==> src/rtl/imem_prog_loader_if.sv <==
// ---------------------------------------------------------------------------
// imem_prog_loader_if
//   Bundles the two buses of the program loader:
//     - the instruction stream (in_valid / in_data / in_ready handshake)
//     - the imem write port (imem_addr / imem_wdata / imem_we)
//   Modports:
//     master : host side, which feeds instructions and observes imem writes
//     slave  : the loader, which accepts instructions and drives the imem port
// ---------------------------------------------------------------------------
interface imem_prog_loader_if #(
    parameter int INSN_LEN = 32,
    parameter int ADDR_W   = 9
);
    logic                    in_valid;
    logic [INSN_LEN-1:0]     in_data;
    logic                    in_ready;
    logic [ADDR_W-1:0]       imem_addr;
    logic [4*INSN_LEN-1:0]   imem_wdata;
    logic                    imem_we;

    modport master (
        output in_valid,
        output in_data,
        input  in_ready,
        input  imem_addr,
        input  imem_wdata,
        input  imem_we
    );

    modport slave (
        input  in_valid,
        input  in_data,
        output in_ready,
        output imem_addr,
        output imem_wdata,
        output imem_we
    );
endinterface

==> src/rtl/imem_prog_loader.sv <==
// ---------------------------------------------------------------------------
// imem_prog_loader
//   Write-side companion of the 4-way instruction memory. Collects 32-bit
//   instructions from a valid/ready stream, packs four of them per 128-bit
//   fetch line (first instruction in the low bits) and writes each line to
//   base_addr + line index, wrapping modulo 2**ADDR_W. The core is held
//   stalled while a load is in flight.
// Ports:
//   clk        clock, all state on the rising edge
//   reset_x    asynchronous active-low reset
//   start      begin a load (sampled only when idle)
//   base_addr  first line address, captured on an accepted start
//   num_lines  number of lines to write, captured on an accepted start
//   flush      zero-pad and write the current partial line, then finish
//   bus        instruction stream + imem write port (slave side)
//   core_hold  stall request to the core while loading
//   done       one-cycle pulse when the load completes
// ---------------------------------------------------------------------------
module imem_prog_loader #(
    parameter int INSN_LEN = 32,
    parameter int ADDR_W   = 9
) (
    input  logic                  clk,
    input  logic                  reset_x,
    input  logic                  start,
    input  logic [ADDR_W-1:0]     base_addr,
    input  logic [ADDR_W:0]       num_lines,
    input  logic                  flush,
    imem_prog_loader_if.slave     bus,
    output logic                  core_hold,
    output logic                  done
);

    localparam int LINE_W = 4 * INSN_LEN;
    localparam logic [ADDR_W:0] ONE_LINE = {{ADDR_W{1'b0}}, 1'b1};

    typedef enum logic [1:0] {
        IDLE,
        COLLECT,
        WRITE,
        FIN
    } state_t;

    state_t              state;
    logic [ADDR_W-1:0]   base_q;
    logic [ADDR_W:0]     num_q;
    logic [ADDR_W:0]     line_cnt;
    logic [1:0]          slot_cnt;
    logic [LINE_W-1:0]   line_buf;
    logic                flush_q;

    logic                accept;
    logic                line_full;
    logic                last_line;
    logic [LINE_W-1:0]   merged;

    // The line as it will look after this cycle's accepted word (if any).
    // Slots not yet filled stay zero, so a flushed line is already padded.
    always_comb begin
        accept    = bus.in_valid && bus.in_ready;
        merged    = line_buf;
        if (accept) begin
            merged[slot_cnt*INSN_LEN +: INSN_LEN] = bus.in_data;
        end
        line_full = accept && (slot_cnt == 2'd3);
        last_line = (line_cnt + ONE_LINE) == num_q;
    end

    // Load sequencer. All outputs are registered; they are set on the edge
    // that enters the state in which they must be visible.
    // FIN: done/core_hold are already updated when entered from a write or a
    // flush; when entered straight from IDLE (num_lines == 0) one FIN cycle
    // passes with core_hold still high before done is raised.
    always_ff @(posedge clk or negedge reset_x) begin
        if (!reset_x) begin
            state          <= IDLE;
            base_q         <= '0;
            num_q          <= '0;
            line_cnt       <= '0;
            slot_cnt       <= '0;
            line_buf       <= '0;
            flush_q        <= 1'b0;
            bus.in_ready   <= 1'b0;
            bus.imem_addr  <= '0;
            bus.imem_wdata <= '0;
            bus.imem_we    <= 1'b0;
            core_hold      <= 1'b0;
            done           <= 1'b0;
        end else begin
            case (state)
                IDLE: begin
                    if (start) begin
                        base_q    <= base_addr;
                        num_q     <= num_lines;
                        line_cnt  <= '0;
                        slot_cnt  <= '0;
                        line_buf  <= '0;
                        flush_q   <= 1'b0;
                        core_hold <= 1'b1;
                        if (num_lines == '0) begin
                            state <= FIN;
                        end else begin
                            state        <= COLLECT;
                            bus.in_ready <= 1'b1;
                        end
                    end
                end

                COLLECT: begin
                    if (accept) begin
                        line_buf <= merged;
                        slot_cnt <= slot_cnt + 2'd1;
                    end
                    if (line_full || (flush && (accept || slot_cnt != 2'd0))) begin
                        // Full line, or a flush with at least one word held.
                        state          <= WRITE;
                        bus.in_ready   <= 1'b0;
                        bus.imem_we    <= 1'b1;
                        bus.imem_wdata <= merged;
                        bus.imem_addr  <= base_q + line_cnt[ADDR_W-1:0];
                        line_buf       <= '0;
                        slot_cnt       <= '0;
                        flush_q        <= flush;
                    end else if (flush) begin
                        // Flush on an empty line: nothing to write.
                        state        <= FIN;
                        bus.in_ready <= 1'b0;
                        done         <= 1'b1;
                        core_hold    <= 1'b0;
                    end
                end

                WRITE: begin
                    bus.imem_we <= 1'b0;
                    line_cnt    <= line_cnt + ONE_LINE;
                    if (flush_q || last_line) begin
                        state     <= FIN;
                        done      <= 1'b1;
                        core_hold <= 1'b0;
                    end else begin
                        state        <= COLLECT;
                        bus.in_ready <= 1'b1;
                    end
                end

                FIN: begin
                    if (done) begin
                        done  <= 1'b0;
                        state <= IDLE;
                    end else begin
                        done      <= 1'b1;
                        core_hold <= 1'b0;
                    end
                end

                default: begin
                    state <= IDLE;
                end
            endcase
        end
    end

endmodule
==> src/flat_wrapper.sv <==
// flat-port wrapper written by rule: the top's interface ports become plain ports
module imem_prog_loader_flat 
#(
    parameter int INSN_LEN = 32,
    parameter int ADDR_W   = 9
)
  (clk, reset_x, start, base_addr, num_lines, flush, core_hold, done, bus_in_valid, bus_in_data, bus_in_ready, bus_imem_addr, bus_imem_wdata, bus_imem_we);
  imem_prog_loader_if #(.INSN_LEN(INSN_LEN), .ADDR_W(ADDR_W)) bus_i ();
  input  logic clk;
  input  logic reset_x;
  input  logic start;
  input  logic [ADDR_W-1:0] base_addr;
  input  logic [ADDR_W:0] num_lines;
  input  logic flush;
  output logic core_hold;
  output logic done;
  input wire logic [$bits(bus_i.in_valid)-1:0] bus_in_valid;
  input wire logic [$bits(bus_i.in_data)-1:0] bus_in_data;
  output wire logic [$bits(bus_i.in_ready)-1:0] bus_in_ready;
  output wire logic [$bits(bus_i.imem_addr)-1:0] bus_imem_addr;
  output wire logic [$bits(bus_i.imem_wdata)-1:0] bus_imem_wdata;
  output wire logic [$bits(bus_i.imem_we)-1:0] bus_imem_we;
  assign bus_i.in_valid = bus_in_valid;
  assign bus_i.in_data = bus_in_data;
  assign bus_in_ready = bus_i.in_ready;
  assign bus_imem_addr = bus_i.imem_addr;
  assign bus_imem_wdata = bus_i.imem_wdata;
  assign bus_imem_we = bus_i.imem_we;
  imem_prog_loader #(.INSN_LEN(INSN_LEN), .ADDR_W(ADDR_W)) u_core (.clk(clk), .reset_x(reset_x), .start(start), .base_addr(base_addr), .num_lines(num_lines), .flush(flush), .bus(bus_i), .core_hold(core_hold), .done(done));
endmodule
==> config.mk <==
export PLATFORM = sky130hd
export DESIGN_NAME = imem_prog_loader_flat
export DESIGN_NICKNAME = d
export VERILOG_FILES = /design/src/rtl/imem_prog_loader_if.sv /design/src/rtl/imem_prog_loader.sv /design/src/flat_wrapper.sv
export SDC_FILE = /design/constraint.sdc
export NUM_CORES = 1
export LEC_CHECK = 0
export CAP_MARGIN = 20
export CORE_MARGIN = 2
export CORE_UTILIZATION = 50
export CTS_BUF_LIST = sky130_fd_sc_hd__clkbuf_4 sky130_fd_sc_hd__clkbuf_8
export DETAILED_ROUTE_END_ITERATION = 7
export GPL_ROUTABILITY_DRIVEN = 0
export PLACE_DENSITY = 0.78
export SYNTH_ARGS = -nofsm -noshare
export SYNTH_HDL_FRONTEND = slang
export SYNTH_SLANG_ARGS = --single-unit
==> constraint.sdc <==
create_clock -name clk -period 2.41 [get_ports clk]
set_input_delay 0.3615 -clock clk [delete_from_list [all_inputs] [get_ports clk]]
set_output_delay 0.3615 -clock clk [all_outputs]
set_load 0.1 [all_outputs]
==> flow_summary_export.csv, run 1 <==
group,metric,value,unit
worst_hold_path,hp-class,"in2async",
sta,max_freq,444,MHz
cells_and_area,antennaDiodeCount,0,
global_routing,grt_pass1_wl,53700,um
synth,synth_top_area_cell,"dfrtp_1",
cells_and_area,nNetsFinal,1423,
critical_path,cp-start-kind,"flop",
sta,rsz0062_at_grt,"false",
die,row_count,58,
die,start_util,0.505,
drt,vias,10100,
synth,synthFlopType,"dfrtp_1",
synth,ys_warn_count,0,
synth,syn_nets,1205,
synth,yosys-top-cells-area,"dfrtp_1 (60%), a221oi_1 (8.9%), nor2_1 (8.0%), a22o_1 (6.6%), clkbuf_1 (2.0%)",
critical_path,rr_worst_depth,7,
synth,synth_top_area_frac,0.599,
clocking,clock_latency,0.57,ns
sta,maxSlewViolCount,0,
synth,synth-seq-area-share,0.599,
run,maxCapViolations,0,
sta,layout_setup_ws,0.157,ns
drt,drc_errors,0,
synth,synth_area,12700,um2
clocking,cts-root-buf,"clkbuf_8",
cells_and_area,drive_gt1_frac,0.236,
sta,worst_pin_slew,0.537,ns
global_routing,overflow,0,
synth,synth_cells,1134,
synth,ys_ff_latch,303,
die,die_h,163,um
die,die_x,163,um
clocking,cts_sinks,303,
sta,layout_min_cycle_time,2.25,ns
cells_and_area,syn2layout_area_growth,27.1,%
critical_path,end_kind,"flop",
place,dp_cells,1631,
clocking,numCtsBuffers,48,
synth,synth_common_cells,"dfrtp_1 (303), nor2_1 (271), a221oi_1 (129), a22o_1 (96), clkbuf_1 (66)",
clocking,cts.htree.levels,2,
synth,yosysMostFrequentCell,"dfrtp_1",
cells_and_area,final_core_util,0.642,
drt,drt_pass1_iterations,5,
critical_path,required,2.84,ns
synth,synth_enable_flop_cells,0,
place,port_buffers,196,
global_routing,grt_pass1_vias,9858,
sta,relSlewSlack,0.641,
critical_path,crit_type,"reg2reg",
drt,ant_nets,0,
critical_path,cp_max_fo,4,
clocking,cts_tree,"built",
die,dieArea,26600,um2
drt,drt_wl_total,33600,um
drt,wl_per_cell,19.6,um
clocking,cts_buffer_depth,3,
global_routing,grt_util_all_layers,0.256,
sta,tns,0,ns
synth,synth-async-reset-ratio,1.00,
global_routing,antenna_found_initial,0,
critical_path,arrival,2.69,ns
sta,clock-skew-final,0.0234,ns
place,dp_slack,0.00636,ns
drt,drt_iter0_drc,1002,
cells_and_area,fin_cells,1718,
cells_and_area,nFillCells,1942,
synth,ys_types,50,
sta,finalCritPeriodShare,0.935,
sta,setup_violations,0,
place,hpwl,22300,um
clocking,clkSlewWorstSetupHoldPaths,0.06,ns
die,io_pins,197,
outcome,status,"completed",
global_routing,grt_max_degree,104,
sta,hold_viol,0,
drt,viasPerCell,5.87,
synth,syn_area_per_cell,11.2,um2
die,core,25000,um2
cells by family (layout without fill, tap and decap cells):
logic type               count (synthesis)  after routing  synth area share
AND/OR/NAND/NOR                        394            394             0.136
adder cells (fa/ha/maj)                 15             15            0.0154
buffers and inverters                   99            353            0.0312
flip-flops                             303            303             0.599
multiplexers                            21             21            0.0184
XOR/XNOR                                22             22            0.0152
AO/OA/AOI/OAI                          280            280             0.185
state kept, by name, summed over array words and instances, names as in the netlist:
name,count
u_core.bus.imem_wdata,128
u_core.line_buf,128
u_core.line_cnt,10
u_core.num_q,10
u_core.base_q,9
u_core.bus.imem_addr,9
u_core.slot_cnt,2
u_core.state,2
u_core.bus.imem_we,1
u_core.bus.in_ready,1
u_core.core_hold,1
u_core.done,1
u_core.flush_q,1
metrics by stage:
stage | hold WS (ns) | cell area [um2]
floorplan | 0.0659 | 12700
global route | 0.314 | 16100
detailed placement | 0.295 | 15000
global placement | 0.293 | 15000
finish | 0.289 | 16100
CTS | 0.282 | 16100
routing by layer:
layer | vias up | GRT usage | wire [um]
met1 | 5085 | 0.367 | 14800
met4 | 0 | 0.0648 | 597
met3 | 47 | 0.0447 | 2220
met2 | 382 | 0.408 | 16000
li1 | 4571 | - | -
met5 | - | 0 | 0
what timing repair did:
item,4_1_cts,5_1_grt
hold buffers,1,0
setup buffers,0,0
resized for setup,0,0
endpoints found under the hold margin,44,0
cells in the final DEF, fill, tap and decap left out, types with 3 or more instances in the layout:
cell             instances
a22o_1                  96
a31oi_1                  3
nand2_1                 33
xnor2_1                 14
clkinv_2                 7
and2_1                  35
dfrtp_1                302
a221oi_1               129
a21oi_1                  6
clkbuf_4                13
and3_1                   6
clkbuf_8                64
xor2_1                   8
buf_4                  184
ha_1                    14
nand3_1                 12
clkdlybuf4s50_1         54
inv_1                   13
nand2_2                  5
nor2_1                 269
nand4_1                  6
o21ai_0                 23
nor3_1                   6
buf_12                  14
mux2_2                  18
mux2i_1                  3
o31ai_1                  5
area by class of cell:
type / count / area (um2) / share of cell area
clock buffer: 77 / 978 / 0.0609
clock inverter: 9 / 73.8 / 0.00459
inverter: 13 / 48.8 / 0.00304
multi-input combinational: 732 / 4750 / 0.295
sequential: 303 / 7580 / 0.472
tap: 330 / 413 / 0.0257
timing repair buffer: 254 / 2230 / 0.139
worst paths after layout:
check	end	slack, ns	start
max in group asynchronous	u_core.bus.in_ready$_DFFE_PN0P_	1.21	reset_x
max	u_core.core_hold$_DFFE_PN0P_	0.16	u_core.line_cnt[0]$_DFFE_PN0P_
min in group clk	u_core.base_q[1]$_DFFE_PN0P_	0.38	base_addr[1]
min	u_core.line_buf[122]$_DFFE_PN0P_	0.29	reset_x
max reg2reg	u_core.core_hold$_DFFE_PN0P_	0.16	u_core.line_cnt[0]$_DFFE_PN0P_
min reg2reg	u_core.line_buf[105]$_DFFE_PN0P_	0.49	u_core.line_buf[105]$_DFFE_PN0P_
worst max-delay path: stages (launching register included):
cell and delay [ns]:
dfrtp_1 0.37, ha_1 0.24, nand3_4 0.11, or4b_4 0.53
o211ai_2 0.08, a21oi_2 0.08, or3_4 0.40, a221o_1 0.32
Power of run 1 is left out: the tool's default activity adds up to more than one toggle a clock period on the data nets, which glitch-free logic cannot reach.
==> run 2: changes to the inputs <==
Settings changed: CAP_MARGIN 20 to default, CORE_MARGIN 2 to 1, HOLD_SLACK_MARGIN from default to 0.05.
==> run 2 against run 1 <==
Compared with the run above:
- final cell count is 0.64% lower
- count of clock-buffer cells in the layout is 2 higher
- worst setup slack worse by 0.018 ns
- highest routed layer unchanged
- clock skew is 0.0013 ns lower
- via count is 1.9% higher
- maximum frequency is 0.81% lower
- cell area is 0.40% lower
- first-iteration DRC count is 25% lower
- global-route usage is 1.5 points higher
- die area is 2.4% lower
==> flow_summary_export.csv, run 2 (same netlist as run 1, synthesis figures left out) <==
group,metric,value,unit
outcome,status,"completed",
cells_and_area,final_core_util,0.653,
critical_path,end_kind,"flop",
die,dieArea,25900,um2
sta,hold_viol,0,
place,dpl_cell_area,15000,um2
sta,clock-skew-final,0.0222,ns
clocking,cts-root-buf,"clkbuf_8",
global_routing,grtUsageMet2,0.425,
critical_path,cp_max_fo,16,
place,hpwl,22000,um
clocking,cts_buffer_depth,3,
drt,drc_errors,0,
place,port_buffers,196,
critical_path,crit_type,"reg2reg",
clocking,cts.htree.levels,2,
global_routing,grt_util_all_layers,0.271,
die,io_pins,197,
cells_and_area,mostFrequentLayoutCell,"dfrtp_1",
global_routing,met3_usage,0.0596,
cells_and_area,nNetsFinal,1420,
critical_path,cp-start-kind,"flop",
die,row_count,57,
sta,timing.hold.ws,0.322,ns
global_routing,antenna_found_initial,0,
die,die_h,161,um
critical_path,required,2.90,ns
global_routing,use_met1,0.381,
sta,max_freq,440,MHz
drt,viasPerCell,6.02,
cells_and_area,drive_gt1_frac,0.233,
drt,vias,10300,
run,maxCapViolations,0,
sta,worst_pin_slew,0.657,ns
clocking,cts_tree,"built",
cells_and_area,top_regs,"u_core.bus.imem_wdata: 128 flops, u_core.line_buf: 128 flops",
drt,drt_wl_total,34700,um
cells_and_area,antennaDiodeCount,0,
critical_path,arrival,2.76,ns
global_routing,gr-max-usage-layer,"met2",
clocking,numCtsBuffers,48,
die,start_util,0.516,
worst_hold_path,hp-class,"in2async",
drt,wl_per_cell,20.4,um
drt,drt_iter0_drc,754,
global_routing,grt_pass1_vias,10300,
drt,ant_nets,0,
global_routing,overflow,0,
place,dp_slack,-0.00493,ns
sta,rsz0062_at_grt,"false",
cells_and_area,mostFrequentLayoutCells,"dfrtp_1 (302), nor2_1 (269), buf_4 (180), a221oi_1 (128), a22o_1 (96)",
cells_and_area,post-route-cell-area,16000,um2
sta,finalCritPeriodShare,0.943,
clocking,clkSlewWorstSetupHoldPaths,0.07,ns
cells_and_area,syn2layout_area_growth,26.5,%
global_routing,grt_pass1_wl,56000,um
sta,layout_min_cycle_time,2.27,ns
die,die_x,161,um
drt,drt_pass1_iterations,6,
global_routing,grt_max_degree,100,
clocking,clock_latency,0.57,ns
die,core,24500,um2
sta,setup_violations,0,
sta,relSlewSlack,0.561,
sta,maxSlewViolCount,0,
clocking,cts_sinks,303,
sta,layout_setup_ws,0.138,ns
[run 2: changes by cell type in the layout (fill, tap and decap cells not counted), moves of 2 or more]
cell and delta:
nand2_1 +2, buf_4 -4, clkinv_2 -5, clkbuf_4 +8
nand2_2 -2, clkbuf_8 -6
[run 2: worst paths after layout]
check,endpoint,from,slack (ns),cells after the start
setup / recovery,u_core.bus.imem_wdata[43]$_DFFE_PN0P_,u_core.slot_cnt[0]$_DFFE_PN0P_,0.14,6
hold / removal,u_core.bus.imem_wdata[8]$_DFFE_PN0P_,reset_x,0.32,2
setup reg to reg,u_core.bus.imem_wdata[43]$_DFFE_PN0P_,u_core.slot_cnt[0]$_DFFE_PN0P_,0.14,6
hold reg to reg,u_core.line_buf[102]$_DFFE_PN0P_,u_core.line_buf[102]$_DFFE_PN0P_,0.48,1
max in group asynchronous,u_core.line_buf[123]$_DFFE_PN0P_,reset_x,1.31,3
min in group clk,u_core.base_q[1]$_DFFE_PN0P_,base_addr[1],0.40,3
[run 2: final cells by class]
type,count,area (um2)
clock buffers,79,956
clock inverters,5,56.3
fillers,1922,8520
inverters,13,48.8
multi-input cells,733,4760
flip-flops and latches,303,7580
well taps,324,405
repair buffers,250,2200
[run 2: worst max-delay path: stages (launching register included)]
cell and delay [ns]:
dfrtp_1 0.35, inv_1 0.11, ha_1 0.42, nand3_1 0.33, nor2_4 0.62, a221oi_1 0.22
nor2_1 0.14
[run 2: per-layer routing]
layer	part of all wire	up-vias
met5	0	-
met4	0.017	0
met2	0.47	466
li1	-	4551
met1	0.44	5209
met3	0.077	52
[run 2: what timing repair did]
item,in CTS,in global routing
hold buffers,1,0
resized for setup,0,2
hold endpoints to repair,55,0
setup buffers,0,0
endpoints found under the setup margin,0,33
[run 2: stage by stage]
stage | std cells | TNS (ns)
after detailed placement | 1621 | -0.00493
final | 1707 | 0
after global routing | 1707 | 0
after global placement | 1621 | 0
after CTS | 1706 | 0
after floorplan | 1134 | 0
Power of run 2 is left out for the same reason.
==> run 3: changes to the inputs <==
Settings changed: SETUP_SLACK_MARGIN from default to 0.2.
==> run 3 against run 2 <==
Compared with the run above:
- first-iteration DRC count is 22% higher
- critical path depth is 1 higher
- routed wire length is 1.1% higher
- global-route usage is 0.44 points higher
- non-clock buffer count is 1 higher
- via count is 0.51% lower
- critical path type unchanged
- highest routed layer unchanged
==> flow_summary_export.csv, run 3 (same netlist as run 1, synthesis figures left out) <==
group,metric,value,unit
outcome,status,"completed",
sta,layout_min_cycle_time,2.20,ns
critical_path,rr_endpoint,"u_core.core_hold$_DFFE_PN0P_",
die,die_x,161,um
sta,hold_viol,0,
global_routing,grt_pass1_vias,10200,
critical_path,end_kind,"flop",
critical_path,required,2.85,ns
drt,wl_per_cell,20.6,um
critical_path,worst-r2r-setup-slack,0.21,ns
critical_path,cp-startpoint,"u_core.line_cnt[0]$_DFFE_PN0P_",
clocking,clkSlewWorstSetupHoldPaths,0.06,ns
drt,vias,10200,
cells_and_area,nNetsFinal,1422,
sta,finalCritPeriodShare,0.915,
die,start_util,0.516,
sta,rsz0062_at_grt,"true",
clocking,cts_tree,"built",
sta,worst_pin_slew,0.537,ns
clocking,cts_buffer_depth,3,
drt,drc_errors,0,
clocking,clock_latency,0.57,ns
worst_hold_path,hp-class,"in2async",
clocking,numCtsBuffers,49,
cells_and_area,top_regs,"u_core.bus.imem_wdata: 128 flops, u_core.line_buf: 128 flops",
cells_and_area,ff_latch_area,7590,um2
drt,ant_nets,0,
critical_path,r2r-start,"u_core.line_cnt[0]$_DFFE_PN0P_",
die,dieArea,25900,um2
critical_path,rr_worst_depth,7,
die,row_count,57,
global_routing,antenna_found_initial,0,
place,port_buffers,196,
sta,max_freq,454,MHz
cells_and_area,mostFrequentLayoutCell,"dfrtp_1",
cells_and_area,mostFrequentLayoutCells,"dfrtp_1 (300), nor2_1 (269), buf_4 (176), a221oi_1 (128), a22o_1 (96)",
drt,drt_pass1_iterations,6,
place,dp_slack,0.0178,ns
drt,drt_iter0_drc,920,
global_routing,grt_util_all_layers,0.275,
sta,setup_violations,0,
drt,viasPerCell,5.99,
cells_and_area,syn2layout_area_growth,27.5,%
cells_and_area,multiInputGateArea,4800,um2
place,hpwl,22200,um
critical_path,cp-start-kind,"flop",
drt,drt_wl_total,35100,um
critical_path,cp_max_fo,8,
critical_path,arrival,2.65,ns
sta,tns,0,ns
sta,maxSlewViolCount,0,
cells_and_area,antennaDiodeCount,0,
global_routing,overflow,0,
cells_and_area,drive_gt1_frac,0.241,
global_routing,grt_max_degree,73,
die,core,24500,um2
clocking,cts-root-buf,"clkbuf_8",
cells_and_area,nFillCells,1938,
die,die_h,161,um
clocking,cts.htree.levels,2,
sta,layout_setup_ws,0.206,ns
sta,relSlewSlack,0.641,
clocking,cts_sinks,303,
global_routing,grt_pass1_wl,56500,um
run,maxCapViolations,0,
global_routing,use_met1,0.389,
die,io_pins,197,
global_routing,grtUsageMet2,0.443,
global_routing,met3_usage,0.0501,
global_routing,gr-max-usage-layer,"met2",
sta,clock-skew-final,0.0280,ns
critical_path,crit_type,"reg2reg",
==> run 3: worst max path at each step <==
stage               cells past startpoint  slack (ns)                                     to
detailed placement                      6        0.02  u_core.bus.imem_wdata[54]$_DFFE_PN0P_
floorplan                               9        0.19        u_core.line_buf[66]$_DFFE_PN0P_
CTS                                     7        0.13           u_core.core_hold$_DFFE_PN0P_
global route                            6        0.14           u_core.core_hold$_DFFE_PN0P_
global placement                        6        0.08  u_core.bus.imem_wdata[60]$_DFFE_PN0P_
finish                                  7        0.21           u_core.core_hold$_DFFE_PN0P_
==> run 3: final cells by class <==
type / instances / area share
flip-flops and latches: 303 / 0.470
multi-input cells: 733 / 0.298
repair buffers: 251 / 0.141
clock buffers: 79 / 0.0589
well taps: 324 / 0.0251
clock inverters: 4 / 0.00349
inverters: 13 / 0.00303
==> run 3: worst max-delay path: stages, from the launching register on <==
cell and delay, ns:
dfrtp_2 0.45, ha_4 0.20, nand3_4 0.08, or4b_4 0.53, o211ai_2 0.08, a21oi_2 0.08, or3_4 0.35, a221o_1 0.33
==> run 3: metrics by stage <==
stage | hold WS, ns | cell area [um2] | cells | utilization
final | 0.321 | 16100 | 1707 | 0.657
after global placement | 0.334 | 15000 | 1616 | 0.609
after floorplan | 0.0659 | 12700 | 1134 | -
after CTS | 0.332 | 16000 | 1701 | 0.651
after detailed placement | 0.335 | 15000 | 1616 | 0.609
after global routing | 0.350 | 16100 | 1707 | 0.657
==> run 3: routing by layer <==
layer  vias up  wire length, um
li1       4551                -
met1      5152            14900
met2       470            17100
met3        53             2540
met4         0              551
met5         -                0
==> run 3: repair_timing <==
action,4_1_cts,5_1_grt
pin swaps,0,5
gates resized for setup,2,7
gates cloned,1,2
hold buffers,1,0
setup endpoints to repair,33,160
setup buffers,0,4
hold endpoints to repair,51,0
Power of run 3 is left out for the same reason.
